## config.mk

```make
export PLATFORM = sky130hd
export DESIGN_NAME = light_phase_scheduler
export DESIGN_NICKNAME = d
export VERILOG_FILES = /design/src/rtl/light_sched_pkg.sv /design/src/rtl/rr_pick4.sv /design/src/rtl/light_phase_scheduler.sv
export SDC_FILE = /design/constraint.sdc
export NUM_CORES = 1
export LEC_CHECK = 0
export ABC_AREA = 0
export CORE_MARGIN = 3
export CORE_UTILIZATION = 26
export CTS_BUF_LIST = sky130_fd_sc_hd__clkbuf_4
export CTS_CLUSTER_DIAMETER = 120
export DETAILED_ROUTE_END_ITERATION = 8
export GPL_ROUTABILITY_DRIVEN = 0
export SKIP_LAST_GASP = 1
export SYNTH_ARGS = -nofsm -noshare
export SYNTH_HDL_FRONTEND = slang
export SYNTH_HIERARCHICAL = 1
export SYNTH_SLANG_ARGS = --single-unit
export TNS_END_PERCENT = 10
```

## constraint.sdc

```tcl
create_clock -name clk -period 2.9 [get_ports clk]
set_input_delay 0.435 -clock clk [delete_from_list [all_inputs] [get_ports clk]]
set_output_delay 0.435 -clock clk [all_outputs]
set_load 0.005 [all_outputs]
```

## src/rtl/light_sched_pkg.sv

```systemverilog
// light_sched_pkg: sequencer states, approach indices and lamp/walk encodings
package light_sched_pkg;
    typedef enum logic [2:0] {IDLE, ARROW, GREEN, YELLOW, ALLRED} state_e;
    localparam logic [1:0] APP_N = 2'd0, APP_W = 2'd1, APP_E = 2'd2, APP_S = 2'd3;
    localparam int LAMP_BIT_RED = 0, LAMP_BIT_YEL = 1, LAMP_BIT_GRN = 2, LAMP_BIT_ARROW = 3;
    localparam logic [3:0] LAMP_RED = 4'b0001, LAMP_YEL = 4'b0010, LAMP_GRN = 4'b0100, LAMP_ARROW = 4'b1001;
    localparam logic [1:0] WALK_ON = 2'b10, WALK_OFF = 2'b01;
endpackage

```

## src/rtl/rr_pick4.sv

```systemverilog
// rr_pick4: combinational round-robin picker, searches ptr+1 .. ptr (mod 4)
module rr_pick4 (
    input  logic [3:0] elig,
    input  logic [1:0] ptr,
    output logic [1:0] grant_idx,
    output logic       grant_vld
);
    logic [1:0] cand;
    always_comb begin
        grant_idx = ptr;
        grant_vld = 1'b0;
        cand      = ptr;
        // walk farthest to nearest so the nearest eligible approach wins
        for (int k = 4; k >= 1; k--) begin
            cand = ptr + 2'(k);
            if (elig[cand]) begin
                grant_idx = cand;
                grant_vld = 1'b1;
            end
        end
    end
endmodule

```

## src/rtl/light_phase_scheduler.sv

```systemverilog
// light_phase_scheduler: round-robin green/yellow/all-red sequencer with pedestrian walk.
// Define LIGHT_SCHED_LEFT_ARROW_EN to enable the protected left-arrow phase.
module light_phase_scheduler
    import light_sched_pkg::*;
#(
    parameter int GREEN_TICKS     = 8,
    parameter int YELLOW_TICKS    = 3,
    parameter int ALLRED_TICKS    = 2,
    parameter int PED_FLASH_TICKS = 4,
    parameter int ARROW_TICKS     = 3
) (
    input  logic       clk,
    input  logic       rst,
    input  logic       tick,
    input  logic [3:0] req,
    input  logic [3:0] ped_req,
    input  logic [3:0] left_req,
    output logic [3:0] N,
    output logic [3:0] W,
    output logic [3:0] E,
    output logic [3:0] S,
    output logic [1:0] N_walk,
    output logic [1:0] W_walk,
    output logic [1:0] E_walk,
    output logic [1:0] S_walk,
    output logic [1:0] phase,
    output logic       off_sign
);
    localparam int MAX_GY = GREEN_TICKS > YELLOW_TICKS ? GREEN_TICKS : YELLOW_TICKS;
    localparam int MAX_RA = ALLRED_TICKS > ARROW_TICKS ? ALLRED_TICKS : ARROW_TICKS;
    localparam int MAX_D  = MAX_GY > MAX_RA ? MAX_GY : MAX_RA;
    localparam int TW     = $clog2(MAX_D) + 1;
    localparam logic [TW-1:0] T_ONE   = TW'(1);
    localparam logic [TW-1:0] T_FLASH = TW'(PED_FLASH_TICKS);
`ifdef LIGHT_SCHED_LEFT_ARROW_EN
    localparam logic [3:0] ARROW_LAMP = LAMP_ARROW;
`else
    localparam logic [3:0] ARROW_LAMP = LAMP_RED;
`endif

    state_e          state, state_nxt;
    logic [TW-1:0]   timer, timer_nxt;
    logic [1:0]      ptr, ptr_nxt, phase_nxt, grant_idx;
    logic [3:0]      veh_pend, ped_pend, pend_clr, elig;
    logic            walk_act, walk_act_nxt, grant_vld, pick;
    logic [3:0][3:0] lamp_q, lamp_nxt;
    logic [3:0][1:0] walk_q, walk_nxt;

`ifdef LIGHT_SCHED_LEFT_ARROW_EN
    logic [3:0] left_pend, arrow_clr;
    assign elig = veh_pend | ped_pend | left_pend;
    always_ff @(posedge clk or posedge rst)
        if (rst) left_pend <= '0;
        else     left_pend <= (left_pend | left_req) & ~arrow_clr;
`else
    logic unused_left;
    assign unused_left = ^left_req;
    assign elig = veh_pend | ped_pend;
`endif

    rr_pick4 u_pick (
        .elig      (elig),
        .ptr       (ptr),
        .grant_idx (grant_idx),
        .grant_vld (grant_vld)
    );

    always_comb begin
        state_nxt    = state;
        timer_nxt    = (tick && state != IDLE) ? timer - T_ONE : timer;
        ptr_nxt      = ptr;
        phase_nxt    = phase;
        walk_act_nxt = walk_act;
        pend_clr     = '0;
        lamp_nxt     = '0;
        walk_nxt     = '0;
`ifdef LIGHT_SCHED_LEFT_ARROW_EN
        arrow_clr    = '0;
`endif
        pick = tick && (state == IDLE || (state == ALLRED && timer == T_ONE));
        if (pick) begin
            ptr_nxt   = grant_vld ? grant_idx : ptr;
            phase_nxt = grant_vld ? grant_idx : phase;
            state_nxt = grant_vld ? GREEN : IDLE;
`ifdef LIGHT_SCHED_LEFT_ARROW_EN
            if (grant_vld && left_pend[grant_idx]) state_nxt = ARROW;
`endif
        end else if (tick && timer == T_ONE)
            state_nxt = state == ARROW ? GREEN : state == GREEN ? YELLOW : ALLRED;
        if (state_nxt != state)
            timer_nxt = state_nxt == ARROW  ? TW'(ARROW_TICKS)  :
                        state_nxt == GREEN  ? TW'(GREEN_TICKS)  :
                        state_nxt == YELLOW ? TW'(YELLOW_TICKS) :
                        state_nxt == ALLRED ? TW'(ALLRED_TICKS) : '0;
        // walk is decided by the pedestrian latch as it stood when green began
        if (state_nxt == GREEN && state != GREEN) begin
            pend_clr[ptr_nxt] = 1'b1;
            walk_act_nxt      = ped_pend[ptr_nxt];
        end
`ifdef LIGHT_SCHED_LEFT_ARROW_EN
        if (state_nxt == ARROW && state != ARROW) arrow_clr[ptr_nxt] = 1'b1;
`endif
        for (int j = 0; j < 4; j++) begin
            lamp_nxt[j] = ptr_nxt != 2'(j)     ? LAMP_RED   :
                          state_nxt == ARROW   ? ARROW_LAMP :
                          state_nxt == GREEN   ? LAMP_GRN   :
                          state_nxt == YELLOW  ? LAMP_YEL   : LAMP_RED;
            walk_nxt[j] = (ptr_nxt == 2'(j) && state_nxt == GREEN && walk_act_nxt) ?
                          (timer_nxt > T_FLASH ? WALK_ON : {T_FLASH[0] ^ timer_nxt[0], 1'b0}) :
                          WALK_OFF;
        end
    end

    always_ff @(posedge clk or posedge rst)
        if (rst) begin
            state    <= IDLE;
            timer    <= '0;
            ptr      <= APP_S;
            phase    <= APP_N;
            walk_act <= 1'b0;
            veh_pend <= '0;
            ped_pend <= '0;
            lamp_q   <= {4{LAMP_RED}};
            walk_q   <= {4{WALK_OFF}};
            off_sign <= 1'b1;
        end else begin
            state    <= state_nxt;
            timer    <= timer_nxt;
            ptr      <= ptr_nxt;
            phase    <= phase_nxt;
            walk_act <= walk_act_nxt;
            veh_pend <= (veh_pend | req) & ~pend_clr;
            ped_pend <= (ped_pend | ped_req) & ~pend_clr;
            lamp_q   <= lamp_nxt;
            walk_q   <= walk_nxt;
            off_sign <= state_nxt == IDLE;
        end

    assign N      = lamp_q[APP_N];
    assign W      = lamp_q[APP_W];
    assign E      = lamp_q[APP_E];
    assign S      = lamp_q[APP_S];
    assign N_walk = walk_q[APP_N];
    assign W_walk = walk_q[APP_W];
    assign E_walk = walk_q[APP_E];
    assign S_walk = walk_q[APP_S];
endmodule

```

-- Yosys cells after proc, flatten, opt, wreduce, memory -nomap -nowiden
Cells that the tools add are included.
- bits in registers: 44
- input bits: 15
- output and inout port bits: 27
- word-level logic and storage cells: 116
- $add $sub $neg: 4
- magnitude comparators: 7
- eq/ne operators: 16
- multiplexer cells: 46
- bitwise gates (word level): 6
- reduce and logical (&&, ||, !) cells: 21
- operator list (cell ; count):
    $mux 4 ; 8
    $mux 2 ; 14
    $mux 3 ; 7
    $lt 2x3->1 const B ; 5
    $logic_and 1x1->1 ; 14
    $or 4x4->4 ; 3
    $mux 1 ; 11
    $bmux 1 s2 ; 5
    $eq 3x2->1 const B ; 3
    $and 4x4->4 ; 2
    $eq 3x1->1 const B ; 2
    $eq 3x3->1 const B ; 2
    $logic_not 3->1 ; 2
    $add 2x2->2 const B ; 2
    $eq 2x2->1 const B ; 2
    $eq 4x1->1 const B ; 1
    $gt 4x3->1 const B ; 1
    $ne 2x2->1 const B ; 2
    $not 4->4 ; 1
    $sub 4x1->4 const B ; 1
    $ne 3x2->1 const B ; 1
    $ne 3x3->1 ; 1
    $reduce_bool 3->1 ; 1
    $add 2x1->2 const B ; 1
    8 further kinds ; 8

-- Longest topological paths before layout
Gate-level depths: netlist of run 1.
- depth in word-level cells: 18
- mapped depth: 11

-- Cells and area by module
The synthesis of run 1 kept the hierarchy.
- modules (own cells, without submodules) (module ; times used ; cells each ; area an instance (um2) ; sequential area each (um2)):
    light_phase_scheduler ; 1 ; 190 ; 1926.8 ; 1039.7
    rr_pick4 ; 1 ; 14 ; 82.6 ; 0.0

-- Worst setup path before layout of run 1
No wires, ideal clock.
- path type: flip-flop to flip-flop
- from: register ped_pend[3]
- to: register walk_act
- arrival time: 2.515 ns
- required time: 2.780 ns
- setup slack: 0.265 ns
- stages on the path, launching flop included: 9
- path through: dfrtp_1 -> or2_2 -> or4_1 -> nand4bb_2 -> a21oi_4 -> mux2i_2 -> a211oi_1 -> or3_1 -> buf_6
- cells in the longest elaborated chain, start to end: 12
- RTL lines (what ; line ; text):
    from (decl) ; light_phase_scheduler.sv:44 ; logic [3:0] veh_pend, ped_pend, pend_clr, elig;
    from (signal assigned) ; light_phase_scheduler.sv:133 ; ped_pend <= (ped_pend | ped_req) & ~pend_clr;
    $or 4x4->4 (*) ; light_phase_scheduler.sv:58 ; assign elig = veh_pend | ped_pend;
    net elig[3] ; light_phase_scheduler.sv:44 ;
    $bmux 1 s2 ; rr_pick4.sv:16 ; if (elig[cand]) begin
    $mux 1 (not written as such) ; rr_pick4.sv:16 ;
    $mux 1 (3 in series) ; rr_pick4.sv:16 ;
    $mux 1 (*) ; rr_pick4.sv:16 ;
    net grant_vld ; light_phase_scheduler.sv:45 ; logic walk_act, walk_act_nxt, grant_vld, pick;
    $mux 2, on equally long branches ; light_phase_scheduler.sv:82, light_phase_scheduler.sv:84 ;
    $mux 2 or $mux 3 (tied branches) ; light_phase_scheduler.sv:81 ; if (pick) begin
    $bmux 1 s2 or $eq 3x2->1 (tied branches) ; light_phase_scheduler.sv:98, light_phase_scheduler.sv:96 ;
    $mux 1 (not written as such) or $logic_and 1x1->1 (tied branches) ; light_phase_scheduler.sv:98, light_phase_scheduler.sv:96 ;
    $mux 1 (*) ; light_phase_scheduler.sv:96 ; if (state_nxt == GREEN && state != GREEN) begin
    net walk_act_nxt ; light_phase_scheduler.sv:45 ;
    to (signal assigned) ; light_phase_scheduler.sv:131 ; walk_act <= walk_act_nxt;
    to (decl) ; light_phase_scheduler.sv:45 ;
Mark *: on every way through the listed nets, which the timed path passes. The rest lies on a longest branch. The select of a mux whose other input is x is not followed.
A chain may end at the register's enable or synchronous reset.

==> summary.md, run 1 <==
| Metric | Value |
|---|---|
| GR Overflow Total | 0 |
| Clk_skew | 0.00549 ns |
| Area leader, netlist | dfrtp_1 |
| Synth top area cells | dfrtp_1 37%, dfstp_2 14%, a21oi_1 4.5% |
| Worst-Skew Late Latency | 0.34 ns |
| Clock buffer depth | 2 |
| Slew @ Worst Pin | 0.522 ns |
| Vias per std cell | 4.57 |
| Routed Antenna Nets | 0 |
| Synthesized area | 2010 sq um |
| P_leak | 1.05 nW |
| Post-CTS setup repair buffer count | 0 |
| Fmax | 351 MHz |
| Gate Count Post-Synth | 204 |
| Port buffer count | 33 |
| Tcrit/Tclk final | 0.982 |
| Post-synth ARST share | 1.00 |
| First-pass GRT wire length | 7.27 mm |
| Number of global-route vias before repair | 1526 |
| Antenna violations before repair | 0 |
| Internal power | 1.09 mW |
| Vias | 1595 |
| Tot GR Track Use | 0.103 |
| Worst EP required | 3.17 ns |
| Crit start category | flip-flop |
| Num CTS Buffers | 5 |
| Root Buffer | clkbuf_4 |
| CTS Sinks | 41 |
| Status | finished clean |
| Area growth syn-to-layout | 27.1% |
| CTS tree | built |
| Critical path class | reg -> reg |
| Crit-path max FO | 7 |
| Yosys warning total | 6 |
| Fillers | 782 |
| ANT cells | 0 |
| Core ar. | 7370 sq um |
| Synthesized flop and latch total | 41 |
| Layout cells sized above 1 | 0.208 |
| Die footprint | 8820 sq um |
| Io pins | 42 |
| Comb pwr share | 0.390 |
| Htree depth | 2 |
| HP Class | in -> async |
| Syn Area/Cell | 9.85 sq um |
| 1st-iter DRT viols | 117 |
| Net Switching | 0.638 mW |
| Flop pwr share | 0.450 |
| Clock transition at path regs | 0.12 ns |
| Critical Path AT | 3.12 ns |
| Clock Power Share | 0.161 |
| Fin. Hold Viols | 0 |
| RSZ-0062 raised after global routing | true |
| Slew Limit Fails | 0 |
| Power, Total | 1.72 mW |
| Register area share after synthesis | 0.517 |
| Switching fraction of total power | 0.370 |
| Peak supply drop | 0.000361 V |
| Initial Util | 0.273 |
| Setup TNS Final | 0 ns |
| Final Routed Wirelength | 4.42 mm |
| Top FF cell, synth | dfrtp_1 |
| Clock period minus worst slack | 2.85 ns |
| Final Net Count | 266 |
| Pre-Repair DR Iteration Count | 4 |
| Pwr per Cell Area | 675 nW/um^2 |
| EDFF count, synth | 0 |
| Drt wl/cell | 12.7 um |
| Max-cap viol count | 0 |
| Worst Setup End Kind | flip-flop |
| DR DRC count | 0 |
| Die Ht | 93.9 um |
| Largest net degree at the start of global routing | 42 |
| Core Rows | 31 |
| Die width | 93.9 um |
| Detail Placement HPWL | 3.31 mm |
| Yosys cell types | 48 |
| Relative slew slack | 0.652 |
| Number of setup violations in the final report | 0 |
| Synth top area share | 0.374 |
kinds of logic after synthesis:
group	Yosys count	synth area share
adders and majority gates	2	0.0125
DFF	41	0.517
other	1	0.00187
AOI/OAI and AO/OA	49	0.159
xor gates and xnor gates	1	0.00436
muxes	6	0.0336
buffers and inverters	24	0.0666
and+or+nand+nor	80	0.205
registers in the layout (all words and copies together) (netlist names):
name,cells
S,3
walk_act,1
N_walk,2
W,3
state,3
E,3
ptr,2
phase,2
veh_pend,4
S_walk,2
N,3
off_sign,1
timer,4
E_walk,2
W_walk,2
ped_pend,4
final timing paths:
kind                             startpoint   endpoint  slack [ns]  cells after the start
worst max-delay path            ped_pend[0]  E_walk[0]        0.05                      9
worst max register to register  ped_pend[0]  E_walk[0]        0.05                      9
worst min-delay path                    rst   phase[0]        0.51                      3
min in group clk                   phase[0]   phase[0]        0.52                      1
max in group asynchronous               rst   off_sign        2.01                      3
worst min register to register     phase[0]   phase[0]        0.52                      1
cell type report:
class	instances	area, sq um	share of cell area
clock buffer	5	37.5	0.0147
clock inverter	3	17.5	0.00686
inverter	12	50.0	0.0196
multi-input combinational	142	851	0.333
sequential	41	1040	0.407
tap	99	124	0.0485
timing repair buffer	47	435	0.170
metrics by stage:
| stage | hold slack, ns | std cells | util | cell area (sq um) | setup WS [ns] |
|---|---|---|---|---|---|
| final | 0.511 | 349 | 0.347 | 2550 | 0.0515 |
| after global routing | 0.532 | 349 | 0.347 | 2550 | -0.0700 |
| after CTS | 0.522 | 349 | 0.346 | 2550 | 0.0529 |
| after detailed placement | 0.507 | 341 | 0.339 | 2500 | 0.0925 |
| after global placement | 0.505 | 341 | 0.339 | 2500 | 0.0968 |
| after floorplan | 0.482 | 207 | - | 2020 | 0.265 |
worst max-delay path, cell delays in order, from the launching register on:
cell	delay, ns
dfrtp_1	0.43
or2_2	0.35
or4_1	0.64
nand4bb_2	0.21
a21oi_4	0.06
mux2i_2	0.16
buf_4	0.16
a211oi_1	0.35
or3_1	0.34
nand2_2	0.08
cell usage in the layout (no fill, tap or decap), types with 2 or more instances in the layout:
cell type,count
a211oi_1,2
a21oi_1,18
a31oi_1,3
and2_1,2
buf_4,14
clkbuf_4,5
clkdlybuf4s50_1,33
clkinv_4,2
conb_1,4
dfrtp_1,30
dfstp_2,11
ha_1,2
inv_1,11
mux2_2,3
mux2i_1,2
nand2_1,14
nand2_2,4
nand2b_1,4
nand3_1,8
nor2_1,23
nor2b_1,3
nor3_1,7
o21ai_0,11
o22ai_1,3
or2_2,4
or3_1,2
Yosys cell counts, types with 4 or more instances:
| library cell | number |
|---|---|
| dfrtp_1 | 30 |
| nor2_1 | 24 |
| a21oi_1 | 18 |
| nand2_1 | 14 |
| dfstp_2 | 11 |
| inv_1 | 11 |
| o21ai_0 | 11 |
| nand3_1 | 8 |
| nor3_1 | 7 |
| buf_4 | 4 |
| clkbuf_1 | 4 |
| nand2_2 | 4 |
| nand2b_1 | 4 |
| or2_2 | 4 |
per-layer routing:
metal | GRT usage | vias to the layer above | routed length, um
li1 | - | 790 | -
met1 | 0.144 | 759 | 2090
met2 | 0.153 | 44 | 2020
met3 | 0.0280 | 2 | 279
met4 | 0.0385 | 0 | 29
met5 | 0 | - | 0
power by group through the flow:
stage                     Combinational [mW]  Sequential, mW  Clock [mW]
final                                  0.672           0.776       0.277
after global routing                   0.756           0.790       0.322
after CTS                              0.674           0.775       0.294
after detailed placement               0.672           0.786           0
after global placement                 0.660           0.785           0
after floorplan                        0.496           0.746           0
repair_timing:
item                       4_1_cts  5_1_grt
resized for setup                0        2
hold buffers                     0        0
setup endpoints to repair        0       15
(Power assumes the default switching activity.)
==> inputs of run 2 (changes only) <==
--- a/config.mk
+++ b/config.mk
@@ -12,6 +12,7 @@
 export CTS_CLUSTER_DIAMETER = 120
 export DETAILED_ROUTE_END_ITERATION = 8
 export GPL_ROUTABILITY_DRIVEN = 0
+export MAX_ROUTING_LAYER = met4
 export SKIP_LAST_GASP = 1
 export SYNTH_ARGS = -nofsm -noshare
 export SYNTH_HDL_FRONTEND = slang
==> run 2 against run 1 <==
  * Register-to-register slack about the same
  * Final cell count unchanged
  * Clock-buffer cell count stayed put
  * Sequential cell count did not move
  * Sequential power is essentially flat
  * Critical path type unchanged
  * Critical endpoint unchanged
  * Largest cell class unchanged
==> summary.md, run 2 (synthesis results as in run 1) <==
| Metric | Value |
|---|---|
| Status | finished clean (unchanged) |
| Final Routed Wirelength | 4.41 mm (was 4.42 mm) |
| Clock buffer depth | 2 (unchanged) |
| Die Ht | 93.9 um (unchanged) |
| Power, Total | 1.73 mW (was 1.72 mW) |
| Number of global-route vias before repair | 1527 (was 1526) |
| Layout cells sized above 1 | 0.208 (unchanged) |
| P_leak | 1.05 nW (unchanged) |
| Pwr per Cell Area | 676 nW/um^2 (was 675 nW/um^2) |
| Vias | 1606 (was 1595) |
| Slew @ Worst Pin | 0.523 ns (was 0.522 ns) |
| Routed Antenna Nets | 0 (unchanged) |
| CTS tree | built (unchanged) |
| Slowest stage cell, crit path | or4_1 (unchanged) |
| HP Class | in -> async (unchanged) |
| Max-cap viol count | 0 (unchanged) |
| Number of setup violations in the final report | 0 (unchanged) |
| Cells resized by post-CTS repair | 0 (unchanged) |
| Clock period minus worst slack | 2.85 ns (about the same) |
| ANT cells | 0 (unchanged) |
| RSZ-0062 raised after global routing | true (unchanged) |
| Core ar. | 7370 sq um (unchanged) |
| Largest net degree at the start of global routing | 42 (unchanged) |
| GR Overflow Total | 0 (unchanged) |
| Initial Util | 0.273 (unchanged) |
| Num CTS Buffers | 5 (unchanged) |
| Commonest non-fill, non-tap cell in the layout | clkdlybuf4s50_1 (unchanged) |
| Tot GR Track Use | 0.106 (was 0.103) |
| Setup ws final | 0.0493 ns (was 0.0515 ns) |
| Crit-path max FO | 7 (unchanged) |
| Drt wl/cell | 12.6 um (was 12.7 um) |
| Worst Setup End Kind | flip-flop (unchanged) |
| DR DRC count | 0 (unchanged) |
| Io pins | 42 (unchanged) |
| Fmax | 351 MHz (about the same) |
| Core Rows | 31 (unchanged) |
| Critical path buffers and inverters | 1 (unchanged) |
| Fin. Hold Viols | 0 (unchanged) |
| Worst-Skew Late Latency | 0.34 ns (about the same) |
| CTS Sinks | 41 (unchanged) |
| Vias per std cell | 4.60 (was 4.57) |
| Post-CTS setup repair buffer count | 0 (unchanged) |
| Final Net Count | 266 (unchanged) |
| Critical path class | reg -> reg (unchanged) |
| Slew Limit Fails | 0 (unchanged) |
| CP Cell Sequence | or2_2 -> or4_1 -> nand4bb_2 -> a21oi_4 -> mux2i_2 -> buf_4 -> a211oi_1 -> or3_1 -> nand2_2 (unchanged) |
| Clock transition at path regs | 0.12 ns (about the same) |
| Worst EP required | 3.18 ns (was 3.17 ns) |
| Port buffer count | 33 (unchanged) |
| Tcrit/Tclk final | 0.983 (was 0.982) |
| Pre-CTS setup slack | 0.0925 ns (unchanged) |
| Crit start category | flip-flop (unchanged) |
| Hold Buf Count CTS | 0 (unchanged) |
| Pre-Repair DR Iteration Count | 4 (unchanged) |
| Critical Path AT | 3.13 ns (was 3.12 ns) |
| Most frequent cells in the layout | 33 x clkdlybuf4s50_1, 30 x dfrtp_1, 23 x nor2_1 (unchanged) |
| Die footprint | 8820 sq um (unchanged) |
| Area growth syn-to-layout | 27.1% (unchanged) |
| Die width | 93.9 um (unchanged) |
| Htree depth | 2 (unchanged) |
| First-pass GRT wire length | 7.26 mm (was 7.27 mm) |
| Biggest regs | ped_pend: 4 flops, timer: 4 flops, veh_pend: 4 flops (unchanged) |
| Max incr delay on CP | 0.64 ns (about the same) |
| Worst path top cell family by delay | simple AND/OR/NAND/NOR gates (unchanged) |
| Detail Placement HPWL | 3.31 mm (unchanged) |
| Antenna violations before repair | 0 (unchanged) |
| WHS | 0.505 ns (was 0.511 ns) |
| 1st-iter DRT viols | 114 (was 117) |
| Relative slew slack | 0.651 (was 0.652) |
| Peak supply drop | 0.000362 V (was 0.000361 V) |
| Root Buffer | clkbuf_4 (unchanged) |
| Clk_skew | 0.00693 ns (was 0.00549 ns) |
==> run 2: metal layers <==
layer / track usage / routed length [um]
met5: - / 0
met4: 0.0385 / 59
met3: 0.0272 / 247
met2: 0.153 / 1980
met1: 0.144 / 2120
==> run 2: area by class of cell <==
| cell class | instances | area, sq um |
|---|---|---|
| Clock buffer | 5 | 37.5 |
| Clock inverter | 3 | 17.5 |
| Fill cell | 782 | 4810 |
| Inverter | 12 | 50.0 |
| Multi-Input combinational cell | 142 | 851 |
| Sequential cell | 41 | 1040 |
| Tap cell | 99 | 124 |
| Timing Repair Buffer | 47 | 435 |
==> run 2: through the flow <==
stage	TNS, ns	area (sq um)	utilization	instances
after floorplan	0	2020	-	207
after global placement	0	2500	0.339	341
after detailed placement	0	2500	0.339	341
after CTS	0	2550	0.346	349
after global routing	-0.422	2550	0.347	349
final	0	2550	0.347	349
==> run 2: final timing paths <==
kind	start	to	slack (ns)	cells after the start
hold reg to reg	phase[0]	phase[0]	0.52	1
max in group asynchronous	rst	off_sign	2.01	3
min in group clk	phase[0]	phase[0]	0.52	1
setup / recovery	ped_pend[0]	E_walk[0]	0.05	9
hold / removal	rst	phase[0]	0.51	3
setup reg to reg	ped_pend[0]	E_walk[0]	0.05	9
==> run 2: worst min-delay path, cell delays in order <==
cell and delay, ns:
clkdlybuf4s50_1 0.40, inv_1 0.05, buf_4 0.43
==> run 2: report_power, final <==
| group | internal (mW) | switching [mW] |
|---|---|---|
| registers | 0.677 | 0.0975 |
| logic | 0.318 | 0.355 |
| clock network | 0.0920 | 0.187 |
==> inputs of run 3 (changes only) <==
--- a/config.mk
+++ b/config.mk
@@ -7,15 +7,15 @@
 export LEC_CHECK = 0
 export ABC_AREA = 0
 export CORE_MARGIN = 3
-export CORE_UTILIZATION = 26
+export CORE_UTILIZATION = 53
 export CTS_BUF_LIST = sky130_fd_sc_hd__clkbuf_4
 export CTS_CLUSTER_DIAMETER = 120
 export DETAILED_ROUTE_END_ITERATION = 8
 export GPL_ROUTABILITY_DRIVEN = 0
 export MAX_ROUTING_LAYER = met4
+export PLACE_DENSITY = 0.82
 export SKIP_LAST_GASP = 1
 export SYNTH_ARGS = -nofsm -noshare
 export SYNTH_HDL_FRONTEND = slang
-export SYNTH_HIERARCHICAL = 1
 export SYNTH_SLANG_ARGS = --single-unit
 export TNS_END_PERCENT = 10
==> run 3 against run 2 <==
  * Sequential power grew 18%
  * Clock skew grew 0.0041 ns
  * Combinational power grew 49%
  * Via count grew 6.4%
  * Setup slack gained 0.32 ns
  * Synthesized cell count shrank 2.5%
  * Critical path depth shrank 1
  * Largest cell class unchanged
  * Largest power group is now combinational cells
==> summary.md, run 3 <==
| Metric | Value |
|---|---|
| Commonest non-fill, non-tap cell in the layout | clkdlybuf4s50_1 (unchanged) |
| Die Ht | 67.8 um (was 93.9 um) |
| Cells resized by post-CTS repair | 0 (unchanged) |
| Relative slew slack | 0.527 (was 0.651) |
| Slew @ Worst Pin | 0.704 ns (was 0.523 ns) |
| Synthesized flop and latch total | 41 (unchanged) |
| Pre-Repair DR Iteration Count | 5 (was 4) |
| Port buffer count | 33 (unchanged) |
| EDFF count, synth | 0 (unchanged) |
| Worst-Skew Late Latency | 0.35 ns (was 0.34 ns) |
| Antenna violations before repair | 0 (unchanged) |
| Slew Limit Fails | 0 (unchanged) |
| Yosys warning total | 0 (was 6) |
| First-pass GRT wire length | 7.82 mm (was 7.26 mm) |
| WP depth | 8 (was 9) |
| Pre-CTS setup slack | 0.215 ns (was 0.0925 ns) |
| Number of setup violations in the final report | 0 (unchanged) |
| Final Util | 0.715 (was 0.347) |
| Number of global-route vias before repair | 1614 (was 1527) |
| Die footprint | 4590 sq um (was 8820 sq um) |
| Clock period minus worst slack | 2.53 ns (was 2.85 ns) |
| Num CTS Buffers | 5 (unchanged) |
| ANT cells | 0 (unchanged) |
| Slowest stage cell, crit path | dfrtp_1 (was or4_1) |
| RSZ-0062 raised after global routing | false (was true) |
| Final Net Count | 257 (was 266) |
| Most common library cells after synthesis | 30 x dfrtp_1, 25 x nor2_1, 16 x nand2_1 (was 30 x dfrtp_1, 24 x nor2_1, 18 x a21oi_1) |
| Fillers | 274 (was 782) |
| Worst Setup End Kind | flip-flop (unchanged) |
| Pwr per Cell Area | 912 nW/um^2 (was 676 nW/um^2) |
| Syn Area/Cell | 10.2 sq um (was 9.85 sq um) |
| Gate Count Post-Synth | 199 (was 204) |
| Worst path top cell family by delay | compound AO/OA/AOI/OAI gates (was simple AND/OR/NAND/NOR gates) |
| HP Class | in -> async (unchanged) |
| R2R depth | 8 (was 9) |
| Most frequent cells in the layout | 33 x clkdlybuf4s50_1, 30 x dfrtp_1, 25 x nor2_1 (was 33 x clkdlybuf4s50_1, 30 x dfrtp_1, 23 x nor2_1) |
| Hold Buf Count CTS | 0 (unchanged) |
| Max incr delay on CP | 0.44 ns (was 0.64 ns) |
| DP Cell Count | 279 (was 341) |
| Largest net degree at the start of global routing | 42 (unchanged) |
| Core Rows | 21 (was 31) |
| Vias per std cell | 5.95 (was 4.60) |
| Crit-path max FO | 5 (was 7) |
| CTS Sinks | 41 (unchanged) |
| Status | finished clean (unchanged) |
| Worst EP required | 3.19 ns (was 3.18 ns) |
| Final Routed Wirelength | 4.83 mm (was 4.41 mm) |
| Post-synth ARST share | 1.00 (unchanged) |
| Area after DPL | 2420 sq um (was 2500 sq um) |
| Tcrit/Tclk final | 0.871 (was 0.983) |
| Synth top area share | 0.371 (was 0.374) |
| WHS | 0.487 ns (was 0.505 ns) |
| Layout cells sized above 1 | 0.145 (was 0.208) |
| Die width | 67.8 um (was 93.9 um) |
| Clock buffer depth | 2 (unchanged) |
| Peak supply drop | 0.000679 V (was 0.000362 V) |
| Setup TNS Final | 0 ns (unchanged) |
| Fin cells | 287 (was 349) |
| Biggest regs | ped_pend: 4 flops, timer: 4 flops, veh_pend: 4 flops (unchanged) |
| Register area | 1040 sq um (unchanged) |
| GR Overflow Total | 0 (unchanged) |
| Initial Util | 0.579 (was 0.273) |
| Synth top area cells | dfrtp_1 37%, dfstp_2 14%, nor2_1 4.6% (was dfrtp_1 37%, dfstp_2 14%, a21oi_1 4.5%) |
| Area growth syn-to-layout | 23.6% (was 27.1%) |
| Post-route cell area | 2500 sq um (was 2550 sq um) |
| Power, Total | 2.28 mW (was 1.73 mW) |
| P_leak | 0.971 nW (was 1.05 nW) |
| Vias | 1708 (was 1606) |
| Critical path class | reg -> reg (unchanged) |
| Clock transition at path regs | 0.12 ns (about the same) |
| Top-count cell post-synth | dfrtp_1 (unchanged) |
| Fmax | 396 MHz (was 351 MHz) |
| Register area share after synthesis | 0.514 (was 0.517) |
| Top FF cell, synth | dfrtp_1 (unchanged) |
| Root Buffer | clkbuf_4 (unchanged) |
| Yosys cell types | 50 (was 48) |
| Htree depth | 2 (unchanged) |
| Area leader, netlist | dfrtp_1 (unchanged) |
| Crit start category | flip-flop (unchanged) |
| Drt wl/cell | 16.8 um (was 12.6 um) |
| Io pins | 42 (unchanged) |
| DR DRC count | 0 (unchanged) |
| Critical Path AT | 2.82 ns (was 3.13 ns) |
| Area of the multi-input gates | 915 sq um (was 851 sq um) |
| Critical path buffers and inverters | 1 (unchanged) |
| Detail Placement HPWL | 3.58 mm (was 3.31 mm) |
| Fin. Hold Viols | 0 (unchanged) |
| Clk_skew | 0.0110 ns (was 0.00693 ns) |
| Core ar. | 3490 sq um (was 7370 sq um) |
| Max-cap viol count | 0 (unchanged) |
| CTS tree | built (unchanged) |
| Synthesized area | 2020 sq um (was 2010 sq um) |
| 1st-iter DRT viols | 99 (was 114) |
| Setup ws final | 0.374 ns (was 0.0493 ns) |
| Routed Antenna Nets | 0 (unchanged) |
| Post-CTS setup repair buffer count | 0 (unchanged) |
| Tot GR Track Use | 0.240 (was 0.106) |
| CP Cell Sequence | inv_1 -> ha_1 -> or3b_4 -> a21boi_2 -> o2111a_1 -> o21ai_0 -> and2_1 -> a2111o_1 (was or2_2 -> or4_1 -> nand4bb_2 -> a21oi_4 -> mux2i_2 -> buf_4 -> a211oi_1 -> or3_1 -> nand2_2) |
-- run 3: cell count changes after synthesis, moves of 3 or more --
cell,change
o22a_1,+6
a2111o_1,+4
or2_2,-3
a211oi_1,+4
mux2_2,-3
nand2_2,-3
inv_1,-4
buf_6,-3
a22o_1,+3
a21oi_1,-11
-- run 3: worst paths after layout --
path	start	endpoint	slack (ns)
min reg2reg	phase[1]	phase[1]	0.49
min	rst	ped_pend[0]	0.49
max in group asynchronous	rst	N_walk[0]	2.03
max reg2reg	timer[1]	S_walk[0]	0.37
min in group clk	phase[1]	phase[1]	0.49
max	timer[1]	S_walk[0]	0.37
-- run 3: metal layers --
layer  up-vias  track usage  part of all wire
met5         -            -                 0
met4         0        0.114             0.027
met3        18       0.0549             0.052
met2        50        0.377              0.49
met1       830        0.293              0.43
li1        810            -                 -
-- run 3: cell families (layout without fill, tap and decap cells) --
group	Yosys count	count (layout)	synth area share
AOI/OAI and AO/OA	61	61	0.231
DFF	41	41	0.514
adders and majority gates	2	2	0.0124
xor gates and xnor gates	3	3	0.0130
buffers and inverters	16	55	0.0390
other	1	4	0.00185
and+or+nand+nor	75	75	0.188
-- run 3: cell type report --
| class | count | share of cell area |
|---|---|---|
| sequential | 41 | 0.416 |
| clock inverter | 3 | 0.0165 |
| tap | 46 | 0.0230 |
| multi-input combinational | 145 | 0.366 |
| timing repair buffer | 40 | 0.153 |
| inverter | 7 | 0.0105 |
| clock buffer | 5 | 0.0150 |
-- run 3: tightest hold or removal path: stages --
cell	delay (ns)
clkdlybuf4s50_1	0.40
inv_1	0.05
buf_4	0.43
-- run 3: where the power goes --
group	switching (mW)	internal (mW)	leakage (nW)
sequential	0.174	0.737	0.473
combinational	0.562	0.440	0.458
clock	0.188	0.178	0.0389
